--- src/rtl/hazard_pkg.sv ---
// Shared types and constants for the pipeline hazard/flush sequencer.
package hazard_pkg;

    typedef enum logic {
        RUN      = 1'b0,
        MEM_WAIT = 1'b1
    } state_t;

    localparam int REG_W_DEFAULT = 5;
    localparam int unsigned ZERO_REG = 0;

endpackage

--- src/rtl/hazard_detect.sv ---
// Combinational load-use and ID-stage branch-operand hazard detection.
module hazard_detect
    import hazard_pkg::*;
#(
    parameter int REG_W = REG_W_DEFAULT
) (
    input  logic [REG_W-1:0] id_rs,
    input  logic [REG_W-1:0] id_rt,
    input  logic             id_uses_rt,
    input  logic             id_branch,
    input  logic             ex_memread,
    input  logic             ex_regwrite,
    input  logic [REG_W-1:0] ex_dst,
    input  logic             mem_memread,
    input  logic [REG_W-1:0] mem_dst,
    output logic             stall
);

    logic lu, br1, br2;

    // $zero is hard-wired, so a write to it can never create a dependency.
    function automatic logic hit(input logic [REG_W-1:0] dst, input logic [REG_W-1:0] src);
        return (dst == src) && (dst != REG_W'(ZERO_REG));
    endfunction

    assign lu  = ex_memread && (hit(ex_dst, id_rs) || (id_uses_rt && hit(ex_dst, id_rt)));
    assign br1 = id_branch && ex_regwrite && (hit(ex_dst, id_rs) || hit(ex_dst, id_rt));
    assign br2 = id_branch && mem_memread && (hit(mem_dst, id_rs) || hit(mem_dst, id_rt));

    assign stall = lu | br1 | br2;

endmodule

--- src/rtl/hazard_flush_sequencer.sv ---
// Pipeline stall/flush/freeze control with data-memory watchdog.
// Optional macro HAZARD_PERF_EN adds the stall_cnt performance counter output.
module hazard_flush_sequencer
    import hazard_pkg::*;
#(
    parameter int REG_W   = REG_W_DEFAULT,
    parameter int TIMEOUT = 255,
    parameter int TO_W    = 8
`ifdef HAZARD_PERF_EN
    ,
    parameter int CNT_W   = 16
`endif
) (
    input  logic             clk,
    input  logic             reset,
    input  logic [REG_W-1:0] id_rs,
    input  logic [REG_W-1:0] id_rt,
    input  logic             id_uses_rt,
    input  logic             id_branch,
    input  logic             jump,
    input  logic             bne_taken,
    input  logic             jr,
    input  logic             ex_memread,
    input  logic             ex_regwrite,
    input  logic [REG_W-1:0] ex_dst,
    input  logic             mem_memread,
    input  logic [REG_W-1:0] mem_dst,
    input  logic             dmem_req,
    input  logic             dmem_ready,
    output logic             pc_write,
    output logic             ifid_write,
    output logic             if_flush,
    output logic             id_flush,
    output logic             pipe_freeze,
    output logic             err
`ifdef HAZARD_PERF_EN
    ,
    output logic [CNT_W-1:0] stall_cnt
`endif
);

    state_t          state_q, state_d;
    logic [TO_W-1:0] wd_q, wd_d;
    logic            err_q, err_d;
    logic            stall, miss, frozen;

    hazard_detect #(.REG_W(REG_W)) u_detect (
        .id_rs       (id_rs),
        .id_rt       (id_rt),
        .id_uses_rt  (id_uses_rt),
        .id_branch   (id_branch),
        .ex_memread  (ex_memread),
        .ex_regwrite (ex_regwrite),
        .ex_dst      (ex_dst),
        .mem_memread (mem_memread),
        .mem_dst     (mem_dst),
        .stall       (stall)
    );

    // A miss freezes the pipe in the same cycle it is seen, before MEM_WAIT is entered.
    assign miss   = dmem_req && !dmem_ready;
    assign frozen = (state_q == MEM_WAIT) || miss;

    always_comb begin
        state_d = state_q;
        wd_d    = wd_q;
        err_d   = err_q;
        case (state_q)
            RUN: begin
                wd_d = '0;
                if (miss) state_d = MEM_WAIT;
            end
            MEM_WAIT: begin
                if (dmem_ready) begin
                    state_d = RUN;
                    wd_d    = '0;
                end else begin
                    if (wd_q != TO_W'(TIMEOUT)) wd_d = wd_q + TO_W'(1);
                    if (wd_d == TO_W'(TIMEOUT)) err_d = 1'b1;
                end
            end
            default: state_d = RUN;
        endcase
    end

    always_ff @(posedge clk or posedge reset) begin
        if (reset) begin
            state_q <= RUN;
            wd_q    <= '0;
            err_q   <= 1'b0;
        end else begin
            state_q <= state_d;
            wd_q    <= wd_d;
            err_q   <= err_d;
        end
    end

    // Freeze beats stall beats redirect; redirects are simply re-presented later.
    always_comb begin
        pc_write    = 1'b1;
        ifid_write  = 1'b1;
        if_flush    = 1'b0;
        id_flush    = 1'b0;
        pipe_freeze = 1'b0;
        if (frozen) begin
            pc_write    = 1'b0;
            ifid_write  = 1'b0;
            pipe_freeze = 1'b1;
        end else if (stall) begin
            pc_write   = 1'b0;
            ifid_write = 1'b0;
            id_flush   = 1'b1;
        end else begin
            if_flush = jump | bne_taken | jr;
            id_flush = bne_taken | jr;
        end
    end

    assign err = err_q;

`ifdef HAZARD_PERF_EN
    logic [CNT_W-1:0] cnt_q, cnt_d;

    always_comb begin
        cnt_d = cnt_q;
        if (!pc_write && (cnt_q != '1)) cnt_d = cnt_q + CNT_W'(1);
    end

    always_ff @(posedge clk or posedge reset) begin
        if (reset) cnt_q <= '0;
        else       cnt_q <= cnt_d;
    end

    assign stall_cnt = cnt_q;
`endif

endmodule

--- config.mk ---
export PLATFORM = sky130hd
export DESIGN_NAME = hazard_flush_sequencer
export DESIGN_NICKNAME = d
export VERILOG_FILES = /design/src/rtl/hazard_pkg.sv /design/src/rtl/hazard_detect.sv /design/src/rtl/hazard_flush_sequencer.sv
export SDC_FILE = /design/constraint.sdc
export NUM_CORES = 1
export LEC_CHECK = 0
export ABC_CLOCK_PERIOD_IN_PS = 2330
export CAP_MARGIN = 20
export CORE_ASPECT_RATIO = 1.1
export CORE_MARGIN = 8
export CORE_UTILIZATION = 42
export CTS_BUF_LIST = sky130_fd_sc_hd__clkbuf_4 sky130_fd_sc_hd__clkbuf_8 sky130_fd_sc_hd__clkbuf_16
export CTS_CLUSTER_SIZE = 14
export DETAILED_ROUTE_END_ITERATION = 10
export GPL_TIMING_DRIVEN = 1
export PLACE_DENSITY = 0.86
export SYNTH_ARGS = -nofsm -noshare
export SYNTH_HDL_FRONTEND = slang
export SYNTH_SLANG_ARGS = --single-unit
--- constraint.sdc ---
create_clock -name clk -period 2.33 [get_ports clk]
set_input_delay 0.466 -clock clk [delete_from_list [all_inputs] [get_ports clk]]
set_output_delay 0.466 -clock clk [all_outputs]
set_load 0.1 [all_outputs]
==> results.md, run 1 <==
* Setup CP Type: in -> out
* Run status: complete, but fails checks
* FP Rows at 17
* Slack of the critical path at -70.2 ps
* Syn_nets at 142
* Commonest non-fill, non-tap cell in the layout: xor2_1
* Yosys reg bits at 10
* Clock slew at reported path FFs at roughly 60 ps
* Die area at 0.00389 mm2
* Initial Util at 44.6%
* Inserted Diodes at 0
* Endpoints failing setup at 4
* First-pass GRT wire length at between 4 and 5 mm
* Setup repair bufs after CTS at 0
* Power Dens Cells at ~380 mW/mm2
* Critical Path Source Type: input port
* Syn avg cell area at 8.28 um2
* Hold_buf cts at 0
* Antenna violations before repair at 0
* Final Total Pwr at 0.556 mW
* FF-to-FF path depth at 6
* Failing checks: setup timing
* Hold Path Class: reg -> reg
* FF/Latch Area at 250 um2
* Measured slew at the worst slew-check pin at roughly 400 ps
* Maximum vdd drop at about 0.29 mV
* Layout Nets at around 190
* Pre-CTS WS at -440 ps
* Final hold vios at 0
* Most frequent cells in the layout: 19 x xor2_1, 12 x nor2_1, 12 x buf_4
* Mapped Cells at ~110
* Power share of the clock group at 21.0%
* DRC at 0
* Gr usage total at around 16%
* FILL cells at roughly 150
* Wire length per cell at 16.0 um
* Clock Root Buffer: clkbuf_4
* Largest net degree at the start of global routing at 11
* RSZ-0062 raised after global routing: yes
* GRT Residual Overflow at 0
* Arr. time, crit path at 1930 ps
* Layout Utilization at a little under three quarters
* Synth Cell Area at 902 um2
* Num Clock Sinks at 10
* Post-synthesis cell type count at 34
* Comb power frac at a little under half
* Layout area overhead at 60.9%
* Yosys warns at 0
* Final clock skew at around 1.2 ps
* Iteration-0 DRC Markers at 27
* Register area share after synthesis at 27.7%
* Hold_ws at roughly 470 ps
* Final period utilization at 103%
* Design area at 0.00145 mm2
* # port buffers at 37
* Seq pwr share at around a third
* Vias per inst at around 5.3
* Detailed Route WL at approximately 2.9 mm
* Skew-Pair Late Insertion Delay at between 200 and 300 ps
* Routed vias at approximately 970
* Gpl congestion at a little under 0.9
* Routed Antenna Nets at 0
* Crit end category: output pin
* Vias in the first global route at about 1100
* Overall die width at between 60 and 70 um
* Total of max-cap violations at 0
* Clock buffer count from CTS at 3
* Area post-placement at between 0.001 and 0.0015 mm2
* Layout cells sized above 1 at between 20 and 30%
* Slew Viols, Final at 0
* IO Count at 38
* Min cycle time layout at around 2400 ps
* P_leak at approximately 0.66 nW
* Max transition margin at about three quarters
* Maximum fanout along the worst path at 2
* CTS tree: built
* Fmax at approximately 420 MHz
* H-tree levels at 1
* Clk buf depth at 2
* Drt first pass iters at 6
* Chip height at between 60 and 70 um
* Pint at roughly 0.35 mW
* Dpl hpwl at around 2.4 mm
* Multi-input gate area at approximately 670 um2
* Hold Path Cell Cnt at 1
* Net Sw Frac at 37.2%
* P_sw at between 0.2 and 0.25 mW
* Worst EP required at around 1900 ps
* CORE AREA at approximately 0.0020 mm2
worst paths after layout:
path                                      to  slack, ps              start
setup / recovery                    pc_write        -70         mem_dst[4]
hold / removal               err$_DFFE_PP0P_        470    err$_DFFE_PP0P_
setup reg to reg             err$_DFFE_PP0P_        570  wd_q[0]$_DFF_PP0_
hold reg to reg              err$_DFFE_PP0P_        470    err$_DFFE_PP0P_
max in group asynchronous  wd_q[6]$_DFF_PP0_       1570              reset
min in group asynchronous  wd_q[5]$_DFF_PP0_        480              reset
final cells by class:
cell class	instances	area share (%)
Sequential cell	10	17.2
Clock buffer	3	1.55
Multi-Input combinational cell	89	46.2
Inverter	4	1.03
Tap cell	28	2.41
Timing Repair Buffer	48	31.6
registers in the layout (all words and copies together) (netlist names):
register and flops:
state_q 1, wd_q 8, err 1
power by group through the flow:
stage	sequential (mW)	combinational, mW	clock (mW)
after global routing	0.180	0.271	0.132
after global placement	0.183	0.254	0
after floorplan	0.182	0.134	0
after CTS	0.180	0.250	0.119
after detailed placement	0.183	0.261	0
final	0.180	0.259	0.117
routing by layer:
layer / track usage [%] / wire length, um / vias up
li1: - / - / 470
met1: 16.3 / 1100 / 446
met2: 27.3 / 1520 / 44
met3: 5.92 / 207 / 8
met4: 5.07 / 71 / 0
met5: 0 / 0 / -
worst max-delay path: stages:
cell and delay (ps):
buf_6 90, or4_4 550, o211ai_2 180, o32ai_2 110, buf_4 170, nor2_4 170
buf_12 200
Yosys cell counts, drive strengths merged:
cell	instances	area share [%]
inv	4	1.7
a21o	1	0.83
nor4	1	0.69
or4	2	2.1
nand4	1	0.69
clkbuf	2	0.83
ha	1	1.4
nor2b	1	0.69
and4	1	0.97
a31oi	2	1.4
dfrtp	10	28
buf	4	2.5
mux2i	1	1.1
a21oi	5	2.8
nand3b	1	0.83
and3	3	2.1
a31o	1	0.97
nand2	6	2.5
xnor2	2	1.9
a211oi	3	2.5
o211ai	4	3.9
nand2b	1	0.69
nand3	4	2.2
o32ai	1	1.8
nor2	14	5.8
xor2	22	21
a22oi	2	2.2
a32oi	1	0.97
o31a	1	0.97
nor3	7	3.9
kinds of logic (layout without fill, tap and decap cells):
family                   Yosys count  after routing  share of synthesized area (%)
AO/OA/AOI/OAI                     21             21                           18.3
XOR/XNOR                          24             24                           23.3
adder cells (fa/ha/maj)            1              1                           1.39
buffers and inverters             10             55                           4.99
flip-flops                        10             10                           27.7
multiplexers                       1              1                           1.11
AND/OR/NAND/NOR                   42             42                           23.2
what timing repair did:
action,4_1_cts,5_1_grt
setup endpoints to repair,4,4
gates cloned,0,0
pin swaps,12,8
gates resized for setup,49,20
through the flow:
stage               instances  TNS (ps)
floorplan                 109      -572
global placement          179     -1440
detailed placement        179     -1690
CTS                       182      -245
global route              182      -479
finish                    182      -251
Note: power is estimated with default switching activity, not from simulation.
==> run 2, diff against run 1 <==
--- a/config.mk
+++ b/config.mk
@@ -7,7 +7,7 @@
 export LEC_CHECK = 0
 export ABC_CLOCK_PERIOD_IN_PS = 2330
 export CAP_MARGIN = 20
-export CORE_ASPECT_RATIO = 1.1
+export CORE_ASPECT_RATIO = 1.25
 export CORE_MARGIN = 8
 export CORE_UTILIZATION = 42
 export CTS_BUF_LIST = sky130_fd_sc_hd__clkbuf_4 sky130_fd_sc_hd__clkbuf_8 sky130_fd_sc_hd__clkbuf_16
@@ -15,6 +15,7 @@
 export DETAILED_ROUTE_END_ITERATION = 10
 export GPL_TIMING_DRIVEN = 1
 export PLACE_DENSITY = 0.86
+export SKIP_LAST_GASP = 1
 export SYNTH_ARGS = -nofsm -noshare
 export SYNTH_HDL_FRONTEND = slang
 export SYNTH_SLANG_ARGS = --single-unit
==> results.md, run 2 (same netlist as run 1, synthesis figures left out) <==
* Run status: complete, but fails checks
* Failing checks: setup timing
* Seq pwr share at 30.3% (-2.0 points)
* GRT Residual Overflow at 0 (unchanged)
* Largest net degree at the start of global routing at 11 (unchanged)
* Power share of the clock group at 27.0% (+6.0 points)
* Slack of the critical path at -35.0 ps (+35.2 ps)
* Chip height at 67.8 um (+5.0%)
* Gr usage total at 15.2% (-0.33 points)
* RSZ-0062 raised after global routing: yes
* Maximum vdd drop at 0.398 mV (+39%)
* Clock buffer count from CTS at 3 (unchanged)
* Maximum fanout along the worst path at 2 (unchanged)
* CTS tree: built
* Hold_ws at 459 ps (-10.8 ps)
* Net Sw Frac at 35.2% (-2.0 points)
* Clock slew at reported path FFs at 70 ps (about the same)
* Commonest non-fill, non-tap cell in the layout: xor2_1
* CP max-delay cell: or4_4
* Gpl congestion at 0.859 (-0.93%)
* Setup CP Type: in -> out
* Area post-placement at 0.00143 mm2 (-0.18%)
* Max transition margin at 71.7% (-1.5 points)
* Top reg by flops: wd_q
* Fmax at 423 MHz (+1.5%)
* Dpl cells at 172 (-3.9%)
* Num Clock Sinks at 10 (unchanged)
* Min cycle time layout at 2370 ps (-35.2 ps)
* Arr. time, crit path at 1900 ps (-30 ps)
* # port buffers at 37 (unchanged)
* Routed vias at 985 (+1.8%)
* P_leak at 0.664 nW (+0.91%)
* Clock Root Buffer: clkbuf_4
* Layout cells sized above 1 at 28.0% (-1.8 points)
* Endpoints failing setup at 4 (unchanged)
* Routed Antenna Nets at 0 (unchanged)
* Dpl hpwl at 2.21 mm (-6.8%)
* First-pass GRT wire length at 4.66 mm (-2.6%)
* Power Dens Cells at 409 mW/mm2 (+6.9%)
* Drt first pass iters at 4 (-2)
* Worst reg-to-reg setup slack at 550 ps (-20 ps)
* FP Rows at 18 (+1)
* Worst EP required at 1860 ps (about the same)
* Vias in the first global route at 1118 (+5.7%)
* Critical Path Source Type: input port
* Detailed Route WL at 2.72 mm (-6.6%)
* CORE AREA at 0.00200 mm2 (-0.81%)
* Antenna violations before repair at 0 (unchanged)
* Slew Viols, Final at 0 (unchanged)
* Largest stage delay, worst path at 530 ps (-20 ps)
* Max FFs per register at 8 (unchanged)
* Final clock skew at 1.21 ps (-0.0246 ps)
* Final hold vios at 0 (unchanged)
* Non-filler cells, final at 177 (-2.7%)
* Final Total Pwr at 0.592 mW (+6.6%)
* Wire length per cell at 15.3 um (-3.9%)
* IO Count at 38 (unchanged)
* Overall die width at 57.5 um (-4.6%)
* Design area at 0.00145 mm2 (-0.26%)
* Pre-CTS WS at -440 ps (+0.0270 ps)
* Clk buf depth at 2 (unchanged)
* Initial Util at 45.0% (+0.36 points)
* Cell Chain, Critical Path: buf_6 -> or4_4 -> o211ai_2 -> o32ai_2 -> buf_4 -> nor3_4 -> buf_12
* Most frequent cells in the layout: 21 x xor2_1, 13 x buf_4, 12 x nor2_1
* Inserted Diodes at 0 (unchanged)
* Layout area overhead at 60.5%
* DRC at 0 (unchanged)
* Iteration-0 DRC Markers at 10 (-63%)
* Skew-Pair Late Insertion Delay at 270 ps (about the same)
* Crit end category: output pin
* Total of max-cap violations at 0 (unchanged)
* P_sw at 0.209 mW (+0.87%)
* Comb power frac at 42.6% (-4.1 points)
* Layout Nets at 191 (+1.1%)
* Final period utilization at 102% (-1.5 points)
* H-tree levels at 1 (unchanged)
* Pint at 0.384 mW (+10%)
* Vias per inst at 5.56 (+4.6%)
* Measured slew at the worst slew-check pin at 421 ps (+20.0 ps)
* Die area at 0.00390 mm2 (+0.19%)
* Hold Path Class: in -> async
-- run 2: critical path, delay by kind of cell --
kind	cells	cell delay, ps
and+or+nand+nor	2	680
AOI/OAI and AO/OA	2	290
buffers and inverters	3	460
-- run 2: area by class of cell --
cell class,count,area (um2)
timing repair buffer,50,472
inverter,4,15.0
fill,145,557
tap,20,25.0
sequential,10,250
multi-input combinational,89,649
clock buffer,4,36.3
-- run 2: path summary, 6_finish.rpt --
check / end / cells after the start / start
worst max-delay path: if_flush / 7 / mem_dst[4]
worst min-delay path: wd_q[4]$_DFF_PP0_ / 2 / reset
worst max register to register: wd_q[5]$_DFF_PP0_ / 6 / wd_q[0]$_DFF_PP0_
worst min register to register: err$_DFFE_PP0P_ / 1 / err$_DFFE_PP0P_
max in group asynchronous: wd_q[6]$_DFF_PP0_ / 2 / reset
min in group clk: err$_DFFE_PP0P_ / 1 / err$_DFFE_PP0P_
-- run 2: metrics by stage --
step                      utilization [%]  setup TNS [ps]
after floorplan                         -            -572
after global placement               71.1           -1470
after detailed placement             71.1           -1610
after CTS                            71.2            -153
after global routing                 72.2            -257
final                                72.2           -91.1
-- run 2: power groups by stage --
stage	Combinational (mW)	Clock [mW]	Sequential [mW]
final	0.253	0.160	0.180
after global routing	0.267	0.177	0.180
after CTS	0.250	0.165	0.179
after detailed placement	0.260	0	0.183
after global placement	0.255	0	0.183
after floorplan	0.134	0	0.182
-- run 2: per-layer routing --
metal | track usage [%] | wire length [um]
met5 | 0 | 0
met4 | 9.40 | 62
met3 | 4.50 | 202
met2 | 27.8 | 1400
met1 | 14.9 | 1050
-- run 2: repair_timing --
action / 4_1_cts / 5_1_grt
hold buffers: 0 / 0
gates cloned: 0 / 0
endpoints found under the setup margin: 4 / 4
pin swaps: 13 / 3
setup buffers: 0 / 1
endpoints found under the hold margin: 0 / 0
gates resized for setup: 61 / 3
